File: src/rtl/usbSpec.sv
// Shared USB full-speed definitions: PID codes, PID groups and the IN endpoint state encoding.
package usbSpec;

  localparam logic [3:0] PID_OUT   = 4'b0001;
  localparam logic [3:0] PID_IN    = 4'b1001;
  localparam logic [3:0] PID_SOF   = 4'b0101;
  localparam logic [3:0] PID_SETUP = 4'b1101;
  localparam logic [3:0] PID_DATA0 = 4'b0011;
  localparam logic [3:0] PID_DATA1 = 4'b1011;
  localparam logic [3:0] PID_DATA2 = 4'b0111;
  localparam logic [3:0] PID_MDATA = 4'b1111;
  localparam logic [3:0] PID_ACK   = 4'b0010;
  localparam logic [3:0] PID_NAK   = 4'b1010;
  localparam logic [3:0] PID_STALL = 4'b1110;
  localparam logic [3:0] PID_NYET  = 4'b0110;

  // The low two PID bits identify the packet class.
  localparam logic [1:0] PIDGROUP_SPECIAL   = 2'b00;
  localparam logic [1:0] PIDGROUP_TOKEN     = 2'b01;
  localparam logic [1:0] PIDGROUP_HANDSHAKE = 2'b10;
  localparam logic [1:0] PIDGROUP_DATA      = 2'b11;

  typedef enum logic [2:0] {
    ST_IDLE     = 3'd0,
    ST_DATA_REQ = 3'd1,
    ST_DATA_TX  = 3'd2,
    ST_ACK_WAIT = 3'd3,
    ST_HS_REQ   = 3'd4,
    ST_HS_TX    = 3'd5
  } in_state_e;

  function automatic logic [3:0] data_pid(input logic toggle);
    return toggle ? PID_DATA1 : PID_DATA0;
  endfunction

endpackage

File: src/rtl/usbfs_pkt_buf.sv
// Packet assembly buffer for the IN endpoint: collects streamed bytes until full or last.
module usbfs_pkt_buf
  import usbSpec::*;
#(
  parameter int MAX_PKT = 8
) (
  input  logic                     clk,
  input  logic                     rst_n,
  input  logic [7:0]               byte_data,
  input  logic                     byte_valid,
  input  logic                     byte_last,
  output logic                     byte_ready,
  input  logic                     free,
  output logic [8*MAX_PKT-1:0]     data,
  output logic [$clog2(MAX_PKT):0] count,
  output logic                     complete
);

  localparam int CNT_W = $clog2(MAX_PKT) + 1;

  logic zlp_pending;
  logic accept;
  logic fills;

  assign byte_ready = !complete;
  assign accept     = byte_valid && !complete;
  assign fills      = (count == CNT_W'(MAX_PKT - 1));

  // A last byte that exactly fills the buffer owes the host a trailing zero-length packet.
  always_ff @(posedge clk or negedge rst_n) begin
    if (!rst_n) begin
      count       <= '0;
      complete    <= 1'b0;
      zlp_pending <= 1'b0;
    end else if (free) begin
      count       <= '0;
      complete    <= zlp_pending;
      zlp_pending <= 1'b0;
    end else if (accept) begin
      count <= count + CNT_W'(1);
      if (fills || byte_last) complete    <= 1'b1;
      if (fills && byte_last) zlp_pending <= 1'b1;
    end
  end

  always_ff @(posedge clk) begin
    for (int i = 0; i < MAX_PKT; i++) begin
      if (accept && (count == CNT_W'(i))) data[8*i +: 8] <= byte_data;
    end
  end

endmodule

File: src/rtl/usbfs_in_endp.sv
// USB full-speed IN endpoint: answers IN tokens with DATA0/1, NAK or STALL and tracks the data toggle.
module usbfs_in_endp
  import usbSpec::*;
#(
  parameter int MAX_PKT     = 8,
  parameter int ACK_TIMEOUT = 24
) (
  input  logic                     i_clk_12MHz,
  input  logic                     i_rst_n,
  input  logic [7:0]               i_byte,
  input  logic                     i_byte_valid,
  input  logic                     i_byte_last,
  output logic                     o_byte_ready,
  input  logic                     i_inToken,
  input  logic                     i_ackRcvd,
  input  logic                     i_stall,
  input  logic                     i_clrToggle,
  output logic                     o_valid,
  input  logic                     i_ready,
  input  logic                     i_eopDone,
  output logic [3:0]               o_pid,
  output logic [8*MAX_PKT-1:0]     o_data,
  output logic [$clog2(MAX_PKT):0] o_data_nBytes
);

  localparam int CNT_W = $clog2(MAX_PKT) + 1;
  localparam int TMR_W = $clog2(ACK_TIMEOUT + 1);

  in_state_e                state;
  logic                     toggle;
  logic [TMR_W-1:0]         timer;
  logic [8*MAX_PKT-1:0]     pkt_data;
  logic [CNT_W-1:0]         pkt_count;
  logic                     pkt_complete;
  logic                     pkt_free;
  logic                     tog_eff;
  logic                     start_data;

  usbfs_pkt_buf #(
    .MAX_PKT (MAX_PKT)
  ) u_pkt_buf (
    .clk        (i_clk_12MHz),
    .rst_n      (i_rst_n),
    .byte_data  (i_byte),
    .byte_valid (i_byte_valid),
    .byte_last  (i_byte_last),
    .byte_ready (o_byte_ready),
    .free       (pkt_free),
    .data       (pkt_data),
    .count      (pkt_count),
    .complete   (pkt_complete)
  );

  assign pkt_free = (state == ST_ACK_WAIT) && i_ackRcvd;
  // A clear arriving with the token already selects DATA0 for that packet.
  assign tog_eff  = toggle && !i_clrToggle;

  assign start_data = ((state == ST_IDLE) && i_inToken && !i_stall && pkt_complete) ||
                      ((state == ST_ACK_WAIT) && !i_ackRcvd && i_inToken);

  // Payload snapshot taken once per data request so it stays fixed while waiting for i_ready.
  always_ff @(posedge i_clk_12MHz) begin
    if (start_data) o_data <= pkt_data;
  end

  always_ff @(posedge i_clk_12MHz or negedge i_rst_n) begin
    if (!i_rst_n) begin
      state         <= ST_IDLE;
      toggle        <= 1'b0;
      timer         <= '0;
      o_valid       <= 1'b0;
      o_pid         <= 4'b0000;
      o_data_nBytes <= '0;
    end else begin
      case (state)
        ST_IDLE: begin
          if (i_inToken) begin
            o_valid <= 1'b1;
            if (i_stall) begin
              state         <= ST_HS_REQ;
              o_pid         <= PID_STALL;
              o_data_nBytes <= '0;
            end else if (pkt_complete) begin
              state         <= ST_DATA_REQ;
              o_pid         <= data_pid(tog_eff);
              o_data_nBytes <= pkt_count;
            end else begin
              state         <= ST_HS_REQ;
              o_pid         <= PID_NAK;
              o_data_nBytes <= '0;
            end
          end
        end
        ST_DATA_REQ: begin
          if (i_ready) begin
            state   <= ST_DATA_TX;
            o_valid <= 1'b0;
          end
        end
        ST_HS_REQ: begin
          if (i_ready) begin
            state   <= ST_HS_TX;
            o_valid <= 1'b0;
          end
        end
        ST_DATA_TX: begin
          if (i_eopDone) begin
            state <= ST_ACK_WAIT;
            timer <= TMR_W'(ACK_TIMEOUT);
          end
        end
        ST_HS_TX: begin
          if (i_eopDone) state <= ST_IDLE;
        end
        ST_ACK_WAIT: begin
          if (i_ackRcvd) begin
            state <= ST_IDLE;
            timer <= '0;
          end else if (i_inToken) begin
            // Host missed our data and asked again: resend the same packet.
            state         <= ST_DATA_REQ;
            timer         <= '0;
            o_valid       <= 1'b1;
            o_pid         <= data_pid(tog_eff);
            o_data_nBytes <= pkt_count;
          end else if (timer <= TMR_W'(1)) begin
            state <= ST_IDLE;
            timer <= '0;
          end else begin
            timer <= timer - TMR_W'(1);
          end
        end
        default: begin
          state   <= ST_IDLE;
          o_valid <= 1'b0;
        end
      endcase

      if (i_clrToggle)   toggle <= 1'b0;
      else if (pkt_free) toggle <= ~toggle;
    end
  end

endmodule

File: config.mk
export PLATFORM = sky130hd
export DESIGN_NAME = usbfs_in_endp
export DESIGN_NICKNAME = d
export VERILOG_FILES = /design/src/rtl/usbSpec.sv /design/src/rtl/usbfs_pkt_buf.sv /design/src/rtl/usbfs_in_endp.sv
export SDC_FILE = /design/constraint.sdc
export NUM_CORES = 1
export LEC_CHECK = 0
export CAP_MARGIN = 40
export CORE_ASPECT_RATIO = 1.75
export CORE_MARGIN = 10
export CORE_UTILIZATION = 55
export CTS_BUF_LIST = sky130_fd_sc_hd__clkbuf_16
export CTS_CLUSTER_DIAMETER = 60
export DETAILED_ROUTE_END_ITERATION = 10
export HOLD_SLACK_MARGIN = 0.12
export PLACE_DENSITY = 0.81
export SLEW_MARGIN = 5
export SYNTH_ARGS = -nofsm -noshare
export SYNTH_HDL_FRONTEND = slang
export SYNTH_SLANG_ARGS = --single-unit
File: constraint.sdc
create_clock -name i_clk_12MHz -period 6.82 [get_ports i_clk_12MHz]
set_input_delay 0.682 -clock i_clk_12MHz [delete_from_list [all_inputs] [get_ports i_clk_12MHz]]
set_output_delay 0.682 -clock i_clk_12MHz [all_outputs]
set_load 0.02 [all_outputs]
# [Yosys cells after proc, flatten, opt, wreduce, memory -nomap -nowiden]
# Index checks and enable logic that the tools add are counted.
[totals] word_cells=126 output_inout_bits=74 register_bits=152
[classes] n_reduce_logical=39 n_eq_ne=21 n_mux=43 addsub=2 n_lt_le_gt_ge=1 n_bitwise=2
[ops] op="two-way mux 4 bit" count=13
[ops] op="two-way mux 3 bit" count=10
[ops] op="two-way mux 5 bit" count=4
[ops] op="case mux 3 bit (6 select lines)" count=1
[ops] op="logical AND 1 bit" count=17
[ops] op="== test 4 x 3 -> 1 bit (second input constant)" count=4
[ops] op="case mux 4 bit (2 select lines)" count=2
[ops] op="inequality test 2 bit (second input constant)" count=7
[ops] op="nonzero test 2 bit" count=6
[ops] op="two-way mux 1 bit" count=11
[ops] op="case mux 5 bit (2 select lines)" count=1
[ops] op="== test 4 x 2 -> 1 bit (second input constant)" count=2
[ops] op="== test 3 x 2 -> 1 bit (second input constant)" count=2
[ops] op="== test 3 bit (second input constant)" count=2
[ops] op="AND reduction 2 bit" count=3
[ops] op="AND reduction 6 bit" count=1
[ops] op="less-or-equal comparator 5 x 1 -> 1 bit (second input constant)" count=1
[ops] op="subtractor 5 x 1 -> 5 bit (second input constant)" count=1
[ops] op="adder 4 x 1 -> 4 bit (second input constant)" count=1
[ops] op="== test 4 x 1 -> 1 bit (second input constant)" count=1
[ops] op="logical NOT 1 bit" count=4
[ops] op="logical NOT 4 bit" count=1
[ops] op="inequality test 4 x 3 -> 1 bit (second input constant)" count=1
[ops] op="case mux 1 bit (4 select lines)" count=1
[ops] op="8 further kinds" count=11

# [Logic depth before layout (Yosys ltp)]
[depth] word_depth=7 mapped_depth=6 mapped_depth_nobuf=6

# [By module]
# From an unflattened synthesis, not the netlist that was laid out.
[unflattened] hier_cells=272 hier_area_um2=5273.8
[modules_own_cells] module="usbfs_in_endp" cells_each=166 area_per_inst_um2=2952.8 seq_area_each_um2=2372.3 n_inst=1
[modules_own_cells] module="usbfs_pkt_buf" cells_each=106 area_per_inst_um2=2321.0 seq_area_each_um2=2072.0 n_inst=1

# [Least setup slack after synthesis]
# Ideal clock, no wire load.
[synth_path] kind="input -> register" start="input i_ackRcvd" end="register o_data[0], enable pin" path_stages=3 path_slack_ps=3647 setup_ps=441 arrival_ps=2733 path_cell_list="and3b_1 a21oi_1 nor2_2"
[synth_between] elab_chain_len=4
[synth_rtl] item="start: declaration" line_no="usbfs_in_endp.sv:15" text="input logic i_ackRcvd,"
[synth_rtl] item="logical NOT 1 bit" line_no="usbfs_in_endp.sv:59" text="((state == ST_ACK_WAIT) && !i_ackRcvd && i_inToken);"
[synth_rtl] item="logical AND 1 bit (2 in series)" line_no="usbfs_in_endp.sv:59"
[synth_rtl] item="logical OR 1 bit" line_no="usbfs_in_endp.sv:58" text="assign start_data = ((state == ST_IDLE) && i_inToken && !i_stall && pkt_complete) ||"
[synth_rtl] item="named net start_data" line_no="usbfs_in_endp.sv:37" text="logic start_data;"
[synth_rtl] item="end signal: assignment" line_no="usbfs_in_endp.sv:63" text="if (start_data) o_data <= pkt_data;"
[synth_rtl] item="end: declaration" line_no="usbfs_in_endp.sv:22" text="output logic [8*MAX_PKT-1:0] o_data,"
# The timed path passes the listed nets, and every way through them passes these cells.
# A chain may end at the register's enable or synchronous reset.

# [Final worst setup path]
[layout_path] start="input i_ackRcvd" end="register o_data[30], enable pin"
# The elaborated chain is that of the path after synthesis.

==> run_results.csv <==
group,metric,value,unit
run_status,status,"completed",
setup_path,cp_slowest_cell,"buf_4",
yosys,netlist_instances,270,
floorplan,start_util,55.7,%
yosys,synth-edff-count,128,
sta,fin_skew,0.0109,ns
yosys,syn_area_per_cell,19.3,µm²
worst_hold_path,hp-class,"register to register",
yosys,synth-async-reset-ratio,15.8,%
setup_path,crit_type,"input port to register",
finish,final_common_cell,"edfxtp_1",
place,gp_congestion,0.768,
floorplan,die_h,149,µm
route,drt_iter0_markers,150,
finish,layout-drive-gt1-share,9.97,%
cts,htreeDepth,4,
sta,setup_viol,0,
power_and_ir_drop,intPower,1.84,mW
global_routing,grt_pass1_wl,15200,µm
yosys,netlist_area,5210,µm²
yosys,synth_top_area_share,73.8,%
sta,slew_headroom,44.1,%
yosys,ys_seq_elements,152,
yosys,ys.warnings.count,0,
place,dp_hpwl,7040,µm
finish,fin_nets,402,
global_routing,grt_usage,14.9,%
sta,hold_viol,0,
sta,min_period,2.27,ns
cts,cts_resized,0,
worst_hold_path,hold_path_startpoint,"u_pkt_buf.data[46]",
cts,cts_setup_buffers,0,
setup_path,end_kind,"register",
setup_path,r2r_setup_slack,4.71,ns
setup_path,max_stage_delay,0.63,ns
setup_path,crit_chain,"clkdlybuf4s50_1, and3b_1, a21oi_1, nor2_4, buf_4",
power_and_ir_drop,ir_drop,0.316,mV
power_and_ir_drop,p_per_area,365,nW/µm²
route,route.detailed.drc,0,
power_and_ir_drop,p_sw_share,26.7,%
power_and_ir_drop,clock_power_share,35.8,%
power_and_ir_drop,p_total,2.50,mW
global_routing,grt_pass1_vias,2707,
cts,cts_hold_buf,0,
setup_path,start_kind,"input port",
yosys,synth_nets,294,
job,maxCapViolCount,0,
route,viasPerCell,5.15,
place,dp.cells,481,
sta,min_period_over_period,33.3,%
yosys,ys_seq_area_share,85.3,%
yosys,yosysUniqueCellTypes,41,
sta,tns,0,ns
setup_path,cp.required,6.85,ns
setup_path,r2r_start,"state[1]",
cts,root_buffer,"clkbuf_16",
global_routing,grt_max_degree,71,
cts,clockBufferDepth,2,
finish,layout_common_cells,"edfxtp_1 (128), clkdlybuf4s50_1 (91), dfrtp_1 (24)",
power_and_ir_drop,power_frac_seq,47.6,%
setup_path,rr_worst_depth,4,
route,totalWireLength,10200,µm
setup_path,startpoint,"i_ackRcvd",
finish,syn_to_final_growth,31.6,%
power_and_ir_drop,power_frac_comb,16.7,%
finish,instances_no_fill,513,
setup_path,crit_fanout,70,
floorplan,pin_count,92,
cts,clk_pin_slew_worst_paths,0.06,ns
finish,n_antenna_cell,0,
worst_hold_path,whs_path_depth,0,
cts,cts_buffers,17,
yosys,synthFlopType,"edfxtp_1",
sta,worstMarginPinSlew,0.839,ns
sta,max_freq,0.440,GHz
cts,cts_tree,"done",
power_and_ir_drop,p_sw,669,µW
route,wire_per_inst,19.8,µm
route,vias,2643,
yosys,yosysTopAreaCell,"edfxtp_1",
cts,cts_sinks,152,
floorplan,num_rows,47,
cts,clkLatencyLatePin,0.41,ns
route,ant_nets,0,
global_routing,overflow,0,
sta,slew_viol_final,0,
sta,grt_setup_unrepaired,"no",
global_routing,antenna_found_initial,0,
power_and_ir_drop,leakage,2.42,nW
place,port_buffers,91,
floorplan,die_area,13900,µm²
setup_path,cp.arrival,2.30,ns
route,dr.pass1.iters,4,
yosys,synthTopCellsByArea,"edfxtp_1 (74%), dfrtp_1 (12%), ha_1 (1.4%)",
floorplan,die_w,93.6,µm
floorplan,core,9350,µm²
[sequential cells by signal (all words and copies together) (netlist names)]
name / cells
timer: 5
o_data_nBytes: 4
state: 3
u_pkt_buf.count: 4
u_pkt_buf.data: 64
o_data: 64
u_pkt_buf.complete: 1
u_pkt_buf.zlp_pending: 1
o_valid: 1
o_pid: 4
toggle: 1
[cells in the mapped netlist (all sizes together), types with 2 or more instances]
| library cell | n |
|---|---|
| nand3b | 2 |
| o2bb2ai | 3 |
| a22o | 4 |
| a21o | 3 |
| o211ai | 2 |
| dfrtp | 24 |
| xnor2 | 2 |
| a21oi | 8 |
| nor3 | 2 |
| a211oi | 2 |
| o21ai | 13 |
| o21bai | 2 |
| ha | 6 |
| buf | 4 |
| edfxtp | 128 |
| inv | 7 |
| and3b | 2 |
| and2 | 9 |
| nor2 | 14 |
| xor2 | 2 |
| nand2b | 5 |
| nand2 | 9 |
| nor2b | 4 |
[layer usage]
metal	vias to the layer above	routed length, µm	track usage [%]
met1	1291	3830	15.7
met5	-	0	0
met4	0	155	6.18
li1	1239	-	-
met3	12	697	5.59
met2	101	5470	26.0
[kinds of logic after synthesis]
family	share of synthesized area [%]
AOI/OAI and AO/OA	5.72
muxes	0.216
DFF	85.3
adders and majority gates	1.44
and+or+nand+nor	5.76
buffers and inverters	0.889
xor gates and xnor gates	0.673
[through the flow]
stage | hold slack (ns) | area, µm² | util, % | setup slack [ns]
floorplan | 0.386 | 5210 | - | 3.65
global placement | 0.402 | 6270 | 67.0 | 4.23
detailed placement | 0.405 | 6280 | 67.2 | 4.15
CTS | 0.414 | 6860 | 73.3 | 4.57
global route | 0.417 | 6860 | 73.3 | 4.43
finish | 0.416 | 6860 | 73.3 | 4.55
[area by class of cell]
cell class	count	area [µm²]
clock inverter	15	151
sequential	152	4440
timing repair buffer	93	933
multi-input combinational	107	724
clock buffer	17	425
tap	122	153
fill	546	2490
inverter	7	26.3
[path summary, 6_finish.rpt]
path	endpoint
max in group asynchronous	o_data_nBytes[0]
worst min register to register	o_data[46]
worst min-delay path	o_data[46]
worst max register to register	o_data[30]
min in group asynchronous	state[0]
worst max-delay path	o_data[30]
[power by group through the flow]
| stage | registers [mW] | logic [mW] | clock network (mW) |
|---|---|---|---|
| finish | 1.19 | 0.417 | 0.896 |
| global route | 1.20 | 0.455 | 0.944 |
| CTS | 1.19 | 0.424 | 0.909 |
| detailed placement | 1.20 | 0.422 | 0 |
| global placement | 1.20 | 0.404 | 0 |
| floorplan | 1.24 | 0.196 | 0 |
[critical path: cells and delay by family]
kind	cells	cell delay, ns
compound gates	1	0.08
simple gates	2	0.37
buf+inv	2	1.10
No activity file was read; power rests on OpenSTA's default activity.
